[config.mk]
export PLATFORM = sky130hd
export DESIGN_NAME = multibyte_add_sequencer
export DESIGN_NICKNAME = d
export VERILOG_FILES = /design/src/rtl/tt_add_pkg.sv /design/src/rtl/seq_out_reg.sv /design/src/rtl/multibyte_add_sequencer.sv
export SDC_FILE = /design/constraint.sdc
export NUM_CORES = 1
export LEC_CHECK = 0
export ABC_AREA = 1
export CAP_MARGIN = 20
export CORE_UTILIZATION = 35
export CTS_BUF_LIST = sky130_fd_sc_hd__clkbuf_4
export DETAILED_ROUTE_END_ITERATION = 10
export PLACE_DENSITY = 0.81
export SLEW_MARGIN = 20
export SYNTH_ARGS = -nofsm -noshare
export SYNTH_HDL_FRONTEND = slang
export SYNTH_HIERARCHICAL = 1
export SYNTH_SLANG_ARGS = --single-unit
export TNS_END_PERCENT = 10
[constraint.sdc]
create_clock -name clk -period 1.2 [get_ports clk]
set_input_delay 0.18 -clock clk [delete_from_list [all_inputs] [get_ports clk]]
set_output_delay 0.18 -clock clk [all_outputs]
set_load 0.03 [all_outputs]
[src/rtl/tt_add_pkg.sv]
// ----------------------------------------------------------------------------
// tt_add_pkg
// Shared types for the multi-byte add sequencer and the external 8-bit
// carry-select adder it drives.
//   BYTE_W       : adder datapath width (8)
//   byte_t       : one operand/result byte
//   add_req_t    : operand bundle sent to the adder {a, b, cin}
//   add_rsp_t    : result bundle returned by the adder {sum, cout}
//   seq_state_t  : word position of the sequencer (start / body)
//   signed_ovf() : two's-complement overflow from the MSBs of a, b and sum
// ----------------------------------------------------------------------------
package tt_add_pkg;

    localparam int BYTE_W = 8;

    typedef logic [BYTE_W-1:0] byte_t;

    typedef struct packed {
        byte_t a;
        byte_t b;
        logic  cin;
    } add_req_t;

    typedef struct packed {
        byte_t sum;
        logic  cout;
    } add_rsp_t;

    typedef enum logic {
        WORD_START = 1'b0,
        WORD_BODY  = 1'b1
    } seq_state_t;

    // Overflow occurs when both addends share a sign and the sum's sign differs.
    function automatic logic signed_ovf(input logic a_msb,
                                        input logic b_msb,
                                        input logic sum_msb);
        return (a_msb == b_msb) && (sum_msb != a_msb);
    endfunction

endpackage

[src/rtl/seq_out_reg.sv]
// ----------------------------------------------------------------------------
// seq_out_reg
// Single-entry valid/ready output register for the add sequencer. It owns the
// upstream ready: a new byte may be accepted whenever the register is empty or
// is being drained in the same cycle (no skid buffer).
//   clk, rst_n           : clock, async active-low reset
//   in_valid_i           : upstream byte pair valid
//   out_ready_i          : downstream accepts the held result
//   in_ready_o           : upstream may transfer this cycle
//   xfer_o               : upstream transfer happens this cycle
//   ld_*_i               : result fields captured on a transfer
//   out_valid_o, out_*_o : registered result stream
// ----------------------------------------------------------------------------
module seq_out_reg
    import tt_add_pkg::*;
#(
    parameter int IDX_W = 2
) (
    input  logic             clk,
    input  logic             rst_n,
    input  logic             in_valid_i,
    input  logic             out_ready_i,
    output logic             in_ready_o,
    output logic             xfer_o,
    input  byte_t            ld_sum_i,
    input  logic [IDX_W-1:0] ld_idx_i,
    input  logic             ld_last_i,
    input  logic             ld_carry_i,
    input  logic             ld_ovf_i,
    input  logic             ld_err_i,
    output logic             out_valid_o,
    output byte_t            out_sum_o,
    output logic [IDX_W-1:0] out_idx_o,
    output logic             out_last_o,
    output logic             out_carry_o,
    output logic             out_ovf_o,
    output logic             out_err_o
);

    logic             valid_q;
    byte_t            sum_q;
    logic [IDX_W-1:0] idx_q;
    logic             last_q;
    logic             carry_q;
    logic             ovf_q;
    logic             err_q;

    assign in_ready_o = !valid_q || out_ready_i;
    assign xfer_o     = in_valid_i && in_ready_o;

    // Result register: reload on transfer, drop valid on a pure pop, else hold.
    always_ff @(posedge clk or negedge rst_n) begin
        if (!rst_n) begin
            valid_q <= 1'b0;
            sum_q   <= 8'h00;
            idx_q   <= '0;
            last_q  <= 1'b0;
            carry_q <= 1'b0;
            ovf_q   <= 1'b0;
            err_q   <= 1'b0;
        end else if (xfer_o) begin
            valid_q <= 1'b1;
            sum_q   <= ld_sum_i;
            idx_q   <= ld_idx_i;
            last_q  <= ld_last_i;
            carry_q <= ld_carry_i;
            ovf_q   <= ld_ovf_i;
            err_q   <= ld_err_i;
        end else if (valid_q && out_ready_i) begin
            valid_q <= 1'b0;
        end else begin
            valid_q <= valid_q;
        end
    end

    assign out_valid_o = valid_q;
    assign out_sum_o   = sum_q;
    assign out_idx_o   = idx_q;
    assign out_last_o  = last_q;
    assign out_carry_o = carry_q;
    assign out_ovf_o   = ovf_q;
    assign out_err_o   = err_q;

endmodule

[src/rtl/multibyte_add_sequencer.sv]
// ----------------------------------------------------------------------------
// multibyte_add_sequencer
// Feeds an external 8-bit adder one byte pair per cycle (LSB first) and chains
// the carry across cycles so an N-byte add/subtract reuses one adder. Each
// accepted byte produces one registered result byte.
//   clk, rst_n                 : clock, async active-low reset
//   in_valid/in_ready          : operand stream handshake
//   in_a, in_b                 : operand bytes
//   in_sub                     : subtract select, taken from the first byte
//   in_last                    : most significant byte of the word
//   add_a, add_b, add_cin      : to the external adder
//   add_sum, add_cout          : from the external adder
//   out_valid/out_ready        : result stream handshake
//   out_sum, out_idx, out_last : result byte, its index, end-of-word flag
//   out_carry, out_ovf         : carry-out (1 = no borrow on subtract), signed ovf
//   out_err                    : word hit MAX_BYTES without in_last
// ----------------------------------------------------------------------------
module multibyte_add_sequencer
    import tt_add_pkg::*;
#(
    parameter  int MAX_BYTES = 4,
    localparam int IDX_W     = $clog2(MAX_BYTES)
) (
    input  logic             clk,
    input  logic             rst_n,
    input  logic             in_valid,
    output logic             in_ready,
    input  byte_t            in_a,
    input  byte_t            in_b,
    input  logic             in_sub,
    input  logic             in_last,
    output byte_t            add_a,
    output byte_t            add_b,
    output logic             add_cin,
    input  byte_t            add_sum,
    input  logic             add_cout,
    output logic             out_valid,
    input  logic             out_ready,
    output byte_t            out_sum,
    output logic [IDX_W-1:0] out_idx,
    output logic             out_last,
    output logic             out_carry,
    output logic             out_ovf,
    output logic             out_err
);

    seq_state_t       state_q, state_d;
    logic             carry_q, carry_d;
    logic             sub_q,   sub_d;
    logic [IDX_W-1:0] idx_q,   idx_d;

    logic     first_s;
    logic     sub_eff_s;
    logic     at_max_s;
    logic     term_s;
    logic     ovf_s;
    logic     xfer_s;
    add_req_t req_s;
    add_rsp_t rsp_s;

    assign rsp_s.sum  = add_sum;
    assign rsp_s.cout = add_cout;

    // Adder drive, termination detection and next word-position state.
    always_comb begin
        first_s   = (state_q == WORD_START);
        // in_sub only matters on the first byte; later bytes follow the word.
        sub_eff_s = first_s ? in_sub : sub_q;
        req_s.a   = in_a;
        req_s.b   = sub_eff_s ? ~in_b : in_b;
        // Subtract = A + ~B + 1, so the first byte's carry-in is in_sub.
        req_s.cin = first_s ? in_sub : carry_q;
        at_max_s  = (idx_q == IDX_W'(MAX_BYTES - 1));
        term_s    = in_last || at_max_s;
        ovf_s     = term_s && signed_ovf(req_s.a[BYTE_W-1], req_s.b[BYTE_W-1],
                                         rsp_s.sum[BYTE_W-1]);

        state_d = state_q;
        carry_d = carry_q;
        sub_d   = sub_q;
        idx_d   = idx_q;
        if (xfer_s) begin
            if (first_s) begin
                sub_d = in_sub;
            end else begin
                sub_d = sub_q;
            end
            if (term_s) begin
                state_d = WORD_START;
                idx_d   = '0;
                carry_d = 1'b0;
            end else begin
                state_d = WORD_BODY;
                idx_d   = idx_q + IDX_W'(1'b1);
                carry_d = rsp_s.cout;
            end
        end else begin
            state_d = state_q;
        end
    end

    // Word-position state machine with carry, subtract mode and byte index.
    always_ff @(posedge clk or negedge rst_n) begin
        if (!rst_n) begin
            state_q <= WORD_START;
            carry_q <= 1'b0;
            sub_q   <= 1'b0;
            idx_q   <= '0;
        end else begin
            state_q <= state_d;
            carry_q <= carry_d;
            sub_q   <= sub_d;
            idx_q   <= idx_d;
        end
    end

    assign add_a   = req_s.a;
    assign add_b   = req_s.b;
    assign add_cin = req_s.cin;

    seq_out_reg #(
        .IDX_W (IDX_W)
    ) u_out_reg (
        .clk         (clk),
        .rst_n       (rst_n),
        .in_valid_i  (in_valid),
        .out_ready_i (out_ready),
        .in_ready_o  (in_ready),
        .xfer_o      (xfer_s),
        .ld_sum_i    (rsp_s.sum),
        .ld_idx_i    (idx_q),
        .ld_last_i   (term_s),
        .ld_carry_i  (rsp_s.cout),
        .ld_ovf_i    (ovf_s),
        .ld_err_i    (at_max_s && !in_last),
        .out_valid_o (out_valid),
        .out_sum_o   (out_sum),
        .out_idx_o   (out_idx),
        .out_last_o  (out_last),
        .out_carry_o (out_carry),
        .out_ovf_o   (out_ovf),
        .out_err_o   (out_err)
    );

endmodule

Word level (Yosys, flattened, before mapping)
Index checks and enable logic that the tools add are counted.
Cells by class
  $add $sub $neg: 1
  equality and inequality tests: 3
  muxes and demuxes: 8
  bitwise operators: 1
  reduce and logical (&&, ||, !) cells: 10
Operators with widths (count)
  two-way mux 8 bit: 1
  NOT 8 bit: 1
  two-way mux 1 bit: 6
  logical AND 1 bit: 5
  adder 2 x 1 -> 2 bit, second input constant: 1
  equality test 2 bit, second input constant: 1
  logical NOT 1 bit: 2
  logical OR 1 bit: 2
  two-way mux 2 bit: 1
  nonzero test 2 bit: 1
  equality test 1 bit: 1
  inequality test 1 bit: 1
Word-level totals
  register bits: 20
  input port bits: 31
  output and inout port bits: 33
  word-level logic and storage cells: 34

Longest topological paths before layout
Gate-level depths: netlist of run 1.
  word-level depth: 5
  depth in mapped cells: 9
  gate-level depth less buffers: 9

By module
Netlist of run 1, hierarchy kept.
By module, submodules not included
  seq_out_reg: instances 1, cells each 65, area an instance 611.8 µm², sequential area each 375.4 µm²
  multibyte_add_sequencer: instances 1, cells each 56, area an instance 459.2 µm², sequential area each 125.1 µm²

Worst setup path after synthesis of run 1
OpenSTA, ideal clock, no wires.
  path kind: reg2out
  start point: register state_q
  end point: output add_b[0]
  arrival: 1161 ps
  data required time: 1020 ps
  slack: -141 ps
  stages on the path, launching flop included: 5
  buffers on the path: 0
  path through: dfrtp_1 > inv_2 > nand2_8 > nand2_8 > xor2_1
Between the ends
  cells in the longest elaborated chain, start to end: 2
Ends and longest elaborated chain
  start, declared: RTL line multibyte_add_sequencer.sv:47  | seq_state_t state_q, state_d;
  start signal, assigned: RTL line multibyte_add_sequencer.sv:110  | state_q <= state_d;
  two-way mux 1 bit
  two-way mux 8 bit: RTL line multibyte_add_sequencer.sv:70  | req_s.b = sub_eff_s ? ~in_b : in_b;
  end, declared: RTL line multibyte_add_sequencer.sv:33  | output byte_t add_b,
Every way passes these cells.

Final worst setup path of run 1
  start point: register state_q
  end point: output add_b[1]
Same word-level chain as after synthesis.

==> metrics.txt, run 1 <==
GPL Wtd Cong=0.7176; Root Driver=clkbuf_4; Vias=around 1000; Power Density=1489 nW/um^2; Final min period=1.534 ns; Hold Crit Class=in -> async; worst slew pin tran=0.2503 ns; worst stage delay on the critical path=0.42 ns; kind of critical path=reg -> out; die area=between 3000 and 4000 um^2; nets=210; antenna diode count=0; register area share after synthesis=between 40% and 50%; reg-to-reg startpoint=state_q; TritonRoute pass-1 iters=8; failing checks=DRC, setup timing; vias in the first global route=a little under 1000; worst setup margin=-0.3336 ns; Yosys cell types=17; dpl ws=-0.2722 ns; startpoint types=flip-flop; final period utilization=127.8%; CTS max path bufs=2; RSZ-0062 raised after global routing=yes; Fin. Hold Viols=0; DRT antenna net count=0; Ys Warns=6; syn_nets=~150; crit-path max FO=5; Setup crit end kind=primary output; Final setup viols=11; R2R Setup Slk=-0.04 ns; DIE WIDTH=57.32 um; Initial DRC Count=between 60 and 70; hold_buf cts=0; Reg2Reg Depth=9; Pleak=0.8565 nW; Non-Filler Cell Area, Final=~1700 um^2; post-synthesis register bit count=20; MaxCap Viol Count=0; run status=complete, but fails checks; Reg2Reg Capture Point=u_out_reg/out_ovf_o; maximum VDD drop=0.0005870 V; vias per cell=roughly 4.7; total track usage=17.12%; aggregate global routing overflow=0; # H-tree levels=1; WL/cell=12.07 um; initial antenna violation count=0; final max-slew violation count=0; cell area after synthesis=1071 um^2; first-pass GRT wire length=4.347 mm; Syn Inst Count=121; syn avg cell area=8.851 um^2; CTS tree=done; Post-DP Area=1560 um^2; WP data arrival=1.35 ns; hpwl dp=between 1.5 and 2 mm; Required @ worst endpoint=1.02 ns; chip height=around 57 um; layout cells sized above 1=32.77%; Initial Util=37.86%; # rows=19; post-layout utilization of the core=59.22%; Skew-Pair Late Insertion Delay=0.29 ns; Slew HR=83.31%; routed wire length=2.510 mm; critical-path cell list=nand2_2, nand2_8, xor2_1, buf_4; clk_skew=0.004242 ns; port bufs=49; number of buffers and inverters on the critical path=1; slowest stage cell, crit path=dfrtp_1; CTS buffer count=3; # DRC=8; Reg clk slew, reported paths=approximately 0.11 ns; clk sinks=20; filler cell count=about 240; Crit path max-delay family=flip-flops; f_max=652.1 MHz; largest net degree at the start of global routing=21; Core ar.=around 2800 um^2; Area growth, synth to finish=56.43%; number of top-level pins=64
[state kept, by name (all words and copies together) (netlist names)]
register and count:
carry_q 1, idx_q 2, state_q 1, sub_q 1
u_out_reg/out_carry_o 1, u_out_reg/out_err_o 1, u_out_reg/out_idx_o 2, u_out_reg/out_last_o 1
u_out_reg/out_ovf_o 1, u_out_reg/out_sum_o 8, u_out_reg/out_valid_o 1
[cell usage after synthesis]
library cell / count / area share, %
xor2_1: 7 / 5.7
inv_2: 2 / 0.70
nor2_1: 5 / 1.8
o21ai_1: 2 / 0.93
o21ai_0: 2 / 0.93
buf_6: 2 / 2.1
ha_1: 1 / 1.2
nand2_2: 4 / 2.3
nand2_8: 2 / 3.7
buf_4: 9 / 6.3
nand3_1: 19 / 8.9
nand2_4: 3 / 3.2
nor2_2: 1 / 0.58
dfrtp_1: 20 / 47
a31oi_1: 1 / 0.58
nand2_1: 34 / 12
inv_1: 7 / 2.5
[final cells by class]
cell class,count,area [um^2],area share [%]
Multi-Input combinational cell,82,469.2,28.01
Timing Repair Buffer,62,580.6,34.65
Sequential cell,20,500.5,29.87
Clock buffer,3,22.52,1.344
Tap cell,31,38.79,2.315
Clock inverter,1,30.03,1.792
Inverter,9,33.78,2.016
[through the flow]
step                instances  hold slack, ns  total power (W)  setup TNS, ns
finish                    208          0.2128         0.002495         -2.887
global route              208          0.2214         0.002633         -3.744
CTS                       208          0.2193         0.002517         -3.049
detailed placement        201          0.3602         0.001941         -3.857
global placement          201          0.3602         0.001908         -2.818
floorplan                 121         -0.1156         0.001518         -1.428
[layer usage]
metal	share of wire (%)	global-route usage [%]	vias to the layer above
met5	0	0	-
li1	-	-	487
met3	6.1	2.948	2
met1	37	19.07	452
met2	57	32.77	32
met4	0.080	5.575	0
[worst reg2reg max path: stages (launching register included)]
cell	delay, ns
dfrtp_1	0.42
inv_2	0.12
nand2_8	0.08
buf_6	0.13
nand3_1	0.09
nand3_1	0.08
nand2_1	0.06
nor2_1	0.03
nand3_1	0.07
nand2_1	0.06
[where the power goes]
group          total, W  leakage (nW)  switching [W]  internal [W]
clock          0.000539        0.0279       0.000202      0.000337
sequential     0.000840         0.250      0.0000604      0.000780
combinational   0.00112         0.578       0.000656      0.000460
total           0.00250         0.856       0.000918       0.00158
[cells by family (layout without fill, tap and decap cells)]
kind of cell,count (synthesis),count (layout),share of synthesized area (%)
simple gates,68,69,32.36
flops,20,20,46.73
buf+inv,20,75,11.57
xor+xnor,7,7,5.724
compound gates,5,5,2.454
fa+ha+maj,1,1,1.168
[repair_timing]
item	4_1_cts	5_1_grt
setup endpoints to repair	20	16
setup buffers	2	0
gates cloned	1	0
pin swaps	4	1
gates resized for setup	30	1
[placed cells by master, fill, tap and decap left out, types with 7 or more instances in the layout]
| cell type | Yosys | final |
|---|---|---|
| buf_4 | 9 | 26 |
| nand2_1 | 34 | 34 |
| clkdlybuf4s50_1 | 0 | 23 |
| clkdlybuf4s15_2 | 0 | 8 |
| nand3_1 | 19 | 19 |
| dfrtp_1 | 20 | 20 |
| xor2_1 | 7 | 7 |
| inv_1 | 7 | 7 |
[worst max path at each step]
stage	startpoint	to	slack [ns]	cells past startpoint
after floorplan	state_q	add_b[0]	-0.14	4
after global placement	in_sub	add_b[6]	-0.24	5
after CTS	state_q	add_b[5]	-0.35	4
final	state_q	add_b[1]	-0.33	4
after detailed placement	in_sub	add_b[5]	-0.27	5
after global routing	state_q	add_b[1]	-0.43	4
No activity file was read; power rests on OpenSTA's default activity.
==> inputs of run 2 (changes only) <==
CORE_MARGIN = 3   (was unset)
HOLD_SLACK_MARGIN = 0.02   (was unset)
==> metrics.txt, run 2 (synthesized netlist as in run 1, its figures left out) <==
run status=complete, but fails checks; failing checks=setup timing; first-pass GRT wire length=4.202 mm (-3.3%); Slew HR=83.69% (+0.38 points); DIE WIDTH=61.32 um (+7.0%); CTS buffer count=3 (unchanged); DRT antenna net count=0 (unchanged); Initial DRC Count=36 (-45%); port bufs=49 (unchanged); worst stage delay on the critical path=0.42 ns (about the same); Reg2Reg Depth=7 (-2); number of top-level pins=64 (unchanged); aggregate global routing overflow=0 (unchanged); Core ar.=2829 um^2 (unchanged); hpwl dp=2.137 mm (+7.0%); initial antenna violation count=0 (unchanged); Initial Util=37.86% (unchanged); critical-path cell list=nand2_2, nand2_8, xor2_1, buf_4; commonest non-fill, non-tap cell in the layout=nand2_1; largest net degree at the start of global routing=21 (unchanged); vias in the first global route=969 (-1.8%); setup TNS=-2.924 ns (-0.03658 ns); GPL Wtd Cong=0.7508 (+4.6%); RSZ-0062 raised after global routing=yes; CTS max path bufs=2 (unchanged); Vias=980 (+0.72%); final period utilization=128.8% (+1.0 points); die area=3760 um^2 (+14%); startpoint types=flip-flop; nets=209 (-0.48%); Skew-Pair Late Insertion Delay=0.30 ns (about the same); Final min period=1.546 ns (+0.01215 ns); Area growth, synth to finish=55.61%; Largest register FFs=8 (unchanged); # DRC=0 (-8); Non-Filler Cell Area, Final=1667 um^2 (-0.52%); Reg clk slew, reported paths=0.11 ns (about the same); # rows=19 (unchanged); Fin. Hold Viols=0 (unchanged); total track usage=15.11% (-2.0 points); TritonRoute pass-1 iters=4 (-4); WL/cell=12.73 um (+5.5%); worst slew pin tran=0.2446 ns (-0.005759 ns); WP data arrival=1.37 ns (+0.02 ns); clk sinks=20 (unchanged); antenna diode count=0 (unchanged); filler cell count=244 (+3.4%); R2R Setup Slk=-0.01 ns (+0.03 ns); dpl ws=-0.2799 ns (-0.007696 ns); hold_buf cts=0 (unchanged); vias per cell=4.734 (+1.2%); final max-slew violation count=0 (unchanged); layout cells sized above 1=33.52% (+0.75 points); maximum VDD drop=0.0005974 V (+1.8%); crit-path max FO=5 (unchanged); Power Density=1505 nW/um^2 (+1.0%); reg-to-reg startpoint=state_q; kind of critical path=reg -> out; Final setup viols=11 (unchanged); CTS tree=done; worst setup margin=-0.3457 ns (-0.01215 ns); slowest stage cell, crit path=dfrtp_1; Pleak=0.8505 nW (-0.70%); most frequent cells in the layout=nand2_1, buf_4, clkdlybuf4s50_1, dfrtp_1, nand3_1; chip height=61.32 um (+7.0%); Hold Slack=0.1961 ns (-0.01670 ns); MaxCap Viol Count=0 (unchanged); Hold Crit Class=in -> async; Reg2Reg Capture Point=u_out_reg/out_ovf_o; # H-tree levels=1 (unchanged); f_max=647.0 MHz (-0.79%); routed wire length=2.636 mm (+5.0%); Root Driver=clkbuf_4; Setup crit end kind=primary output; Required @ worst endpoint=1.02 ns (about the same); Post-DP Area=1555 um^2 (-0.32%); clk_skew=0.005736 ns (+0.001494 ns)
run 2: cell count changes in the layout (fill, tap and decap cells not counted), sizes merged:
cell / before / now
buf: 31 / 32
clkdlybuf4s15: 8 / 6
run 2: repair_timing:
action                                  in CTS  in global routing
endpoints found under the setup margin      18                 14
hold endpoints to repair                     0                  0
pin swaps                                    8                  2
setup buffers                                1                  0
resized for setup                           23                  3
gates cloned                                 1                  0
run 2: layout make-up:
| cell class | count | area [um^2] | share of cell area (%) |
|---|---|---|---|
| Sequential cell | 20 | 500.5 | 30.03 |
| Multi-Input combinational cell | 82 | 479.2 | 28.75 |
| Clock inverter | 1 | 30.03 | 1.802 |
| Inverter | 9 | 33.78 | 2.027 |
| Timing Repair Buffer | 61 | 561.8 | 33.71 |
| Tap cell | 31 | 38.79 | 2.327 |
| Clock buffer | 3 | 22.52 | 1.351 |
run 2: worst max-delay path by stage:
| stage | from | to | slack, ns |
|---|---|---|---|
| finish | state_q | add_b[2] | -0.35 |
| global route | state_q | add_b[1] | -0.42 |
| CTS | state_q | add_b[7] | -0.35 |
| detailed placement | in_sub | add_b[2] | -0.28 |
| global placement | in_sub | add_b[4] | -0.24 |
| floorplan | state_q | add_b[0] | -0.14 |
run 2: worst max-delay path, delay by kind of cell (launching register included):
kind | cells | cell delay (ns)
and+or+nand+nor | 2 | 0.28
DFF | 1 | 0.42
buffers and inverters | 1 | 0.18
xor gates and xnor gates | 1 | 0.17
run 2: where the power goes:
| part | switching, W | leakage [nW] | internal (W) |
|---|---|---|---|
| clock network | 0.000209 | 0.0279 | 0.000338 |
| logic | 0.000660 | 0.572 | 0.000459 |
| registers | 0.0000628 | 0.250 | 0.000780 |
run 2: routing by layer:
metal | wire length [um] | vias up | GRT usage [%]
met2 | 1434 | 29 | 28.10
li1 | - | 482 | -
met1 | 985 | 465 | 16.99
met4 | 27 | 0 | 6.192
met3 | 189 | 4 | 2.306
met5 | 0 | - | 0
run 2: through the flow:
step | std cells | total power, W | util [%]
global route | 207 | 0.002642 | 58.91
detailed placement | 201 | 0.001946 | 54.98
finish | 207 | 0.002508 | 58.91
global placement | 201 | 0.001910 | 54.98
floorplan | 121 | 0.001518 | -
CTS | 207 | 0.002516 | 58.38
==> RTL edit (settings of run 1) <==
Put a register stage on the output `out_err`. The value now appears one clock later. The other outputs are not delayed to match.
--- a/src/rtl/multibyte_add_sequencer.sv
+++ b/src/rtl/multibyte_add_sequencer.sv
@@ -45,2 +45,4 @@
 );
+
+    logic out_err_d;
 
@@ -141,4 +143,12 @@
         .out_ovf_o   (out_ovf),
-        .out_err_o   (out_err)
+        .out_err_o   (out_err_d)
     );
+
+    always_ff @(posedge clk or negedge rst_n) begin
+        if (!rst_n) begin
+            out_err <= '0;
+        end else begin
+            out_err <= out_err_d;
+        end
+    end
 
Function: changed (a bounded check fails within 10 cycles, from zero or initial values and one cycle with rst_n low).
==> RTL edit against run 1 <==
The run still ends with DRC, setup timing left. Power is 6.3% lower. Sequential cell count is 1 higher. Critical path depth is 1 higher. Die area is 2.3% higher. Largest cell class unchanged. Combinational power hardly changed. Global-route usage is 0.46 points lower. First-iteration DRC count is 42% lower. Area after synthesis is 2.3% higher. Sequential share of layout area is 2.0 points higher. Routed wire length is 8.5% higher. Cell area is 1.7% lower. Worst setup slack worse by 34 ps. Critical path type unchanged. Utilization is 1.5 points lower.
==> RTL edit: results (changes against run 1) <==
| Metric | Value |
|---|---|
| Lkg Pwr | `0.840 nW (-1.9%)` |
| Met3 Wirelength | `227 µm (+48%)` |
| Dominant cells by area after synthesis | `dfrtp_1 48%, nand2_1 12%, nand3_1 8.7%` |
| First-pass GRT wire length | `4.28 mm (-1.4%)` |
| Number of global-route vias before repair | `1,012 (+2.5%)` |
| Top post-synthesis cells by count | `34 x nand2_1, 21 x dfrtp_1, 19 x nand3_1` |
| Endpoints failing setup | `11 (unchanged)` |
| Non-filler cells in the finished layout | `206 (-0.96%)` |
| Switching Fraction | `40.5% (+3.7 points)` |
| CTS resizes | `31 (+3.3%)` |
| Sequential share of power | `37.6% (+3.9 points)` |
| Met2 usage | `30.7% (-2.1 points)` |
| Clk_lat worst skew | `310 ps (+20 ps)` |
| Violated checks | `DRC, setup timing` |
| Final WS setup | `-368 ps (-34.2 ps)` |
| Residual DRC count | `6 (-2)` |
| Routed wl met2 | `1.46 mm (+2.0%)` |
| Total GRT Usage | `16.7% (-0.46 points)` |
| DP Area | `1550 µm² (-0.48%)` |
| Logic pwr share | `47.8% (+3.1 points)` |
| Peak supply drop | `0.506 mV (-14%)` |
| Synth Register Bits | `21 (+5.0%)` |
| 1st-iter DRT viols | `38 (-42%)` |
| Vias after detailed routing | `991 (+1.8%)` |
| GPL Wtd Cong | `0.702 (-2.1%)` |
| Placed cells | `199 (-1.0%)` |
| DP HPWL | `2.03 mm (+1.6%)` |
| Share of cells above drive strength 1 | `32.0% (-0.77 points)` |
| Status | `complete, but fails checks` |
| Largest net degree at the start of global routing | `22 (+4.8%)` |
| Worst-Margin Slew | `260 ps (+9.23 ps)` |
==> RTL edit: cell count changes after synthesis, sizes merged <==
cell / before / now
dfrtp: 20 / 21
==> RTL edit: final timing paths <==
path                                                 start                                 end  slack, ps  cells after the start
max                                    state_q$_DFFE_PN0P_                            add_b[6]       -370                      5
min                                                  rst_n  u_out_reg/out_sum_o[2]$_DFFE_PN0P_        190                      2
max reg2reg                            state_q$_DFFE_PN0P_     u_out_reg/out_ovf_o$_DFFE_PN0P_       -150                     10
min reg2reg                u_out_reg/out_err_o$_DFFE_PN0P_                   out_err$_DFF_PN0_        400                      0
max in group asynchronous                            rst_n  u_out_reg/out_idx_o[1]$_DFFE_PN0P_        790                      2
min in group clk                                   in_a[0]                            add_a[0]        360                      0
==> RTL edit: critical path: stages, from the launching register on <==
cell	delay, ps
dfrtp_1	420
inv_2	120
nand2_8	90
nand2_4	110
xor2_1	160
buf_4	180
==> RTL edit: area by class of cell <==
| class | count | area, µm² | area share (%) |
|---|---|---|---|
| clock buffers | 3 | 22.5 | 1.37 |
| clock inverters | 1 | 5.00 | 0.304 |
| inverters | 9 | 33.8 | 2.05 |
| multi-input cells | 82 | 472 | 28.6 |
| flip-flops and latches | 21 | 526 | 31.9 |
| well taps | 31 | 38.8 | 2.36 |
| repair buffers | 59 | 549 | 33.4 |
==> RTL edit: cells by family after synthesis <==
| group | count (synthesis) | synth area share (%) |
|---|---|---|
| buffers and inverters | 20 | 11.3 |
| DFF | 21 | 47.9 |
| xor gates and xnor gates | 7 | 5.59 |
| and+or+nand+nor | 68 | 31.6 |
| AOI/OAI and AO/OA | 5 | 2.40 |
| adders and majority gates | 1 | 1.14 |
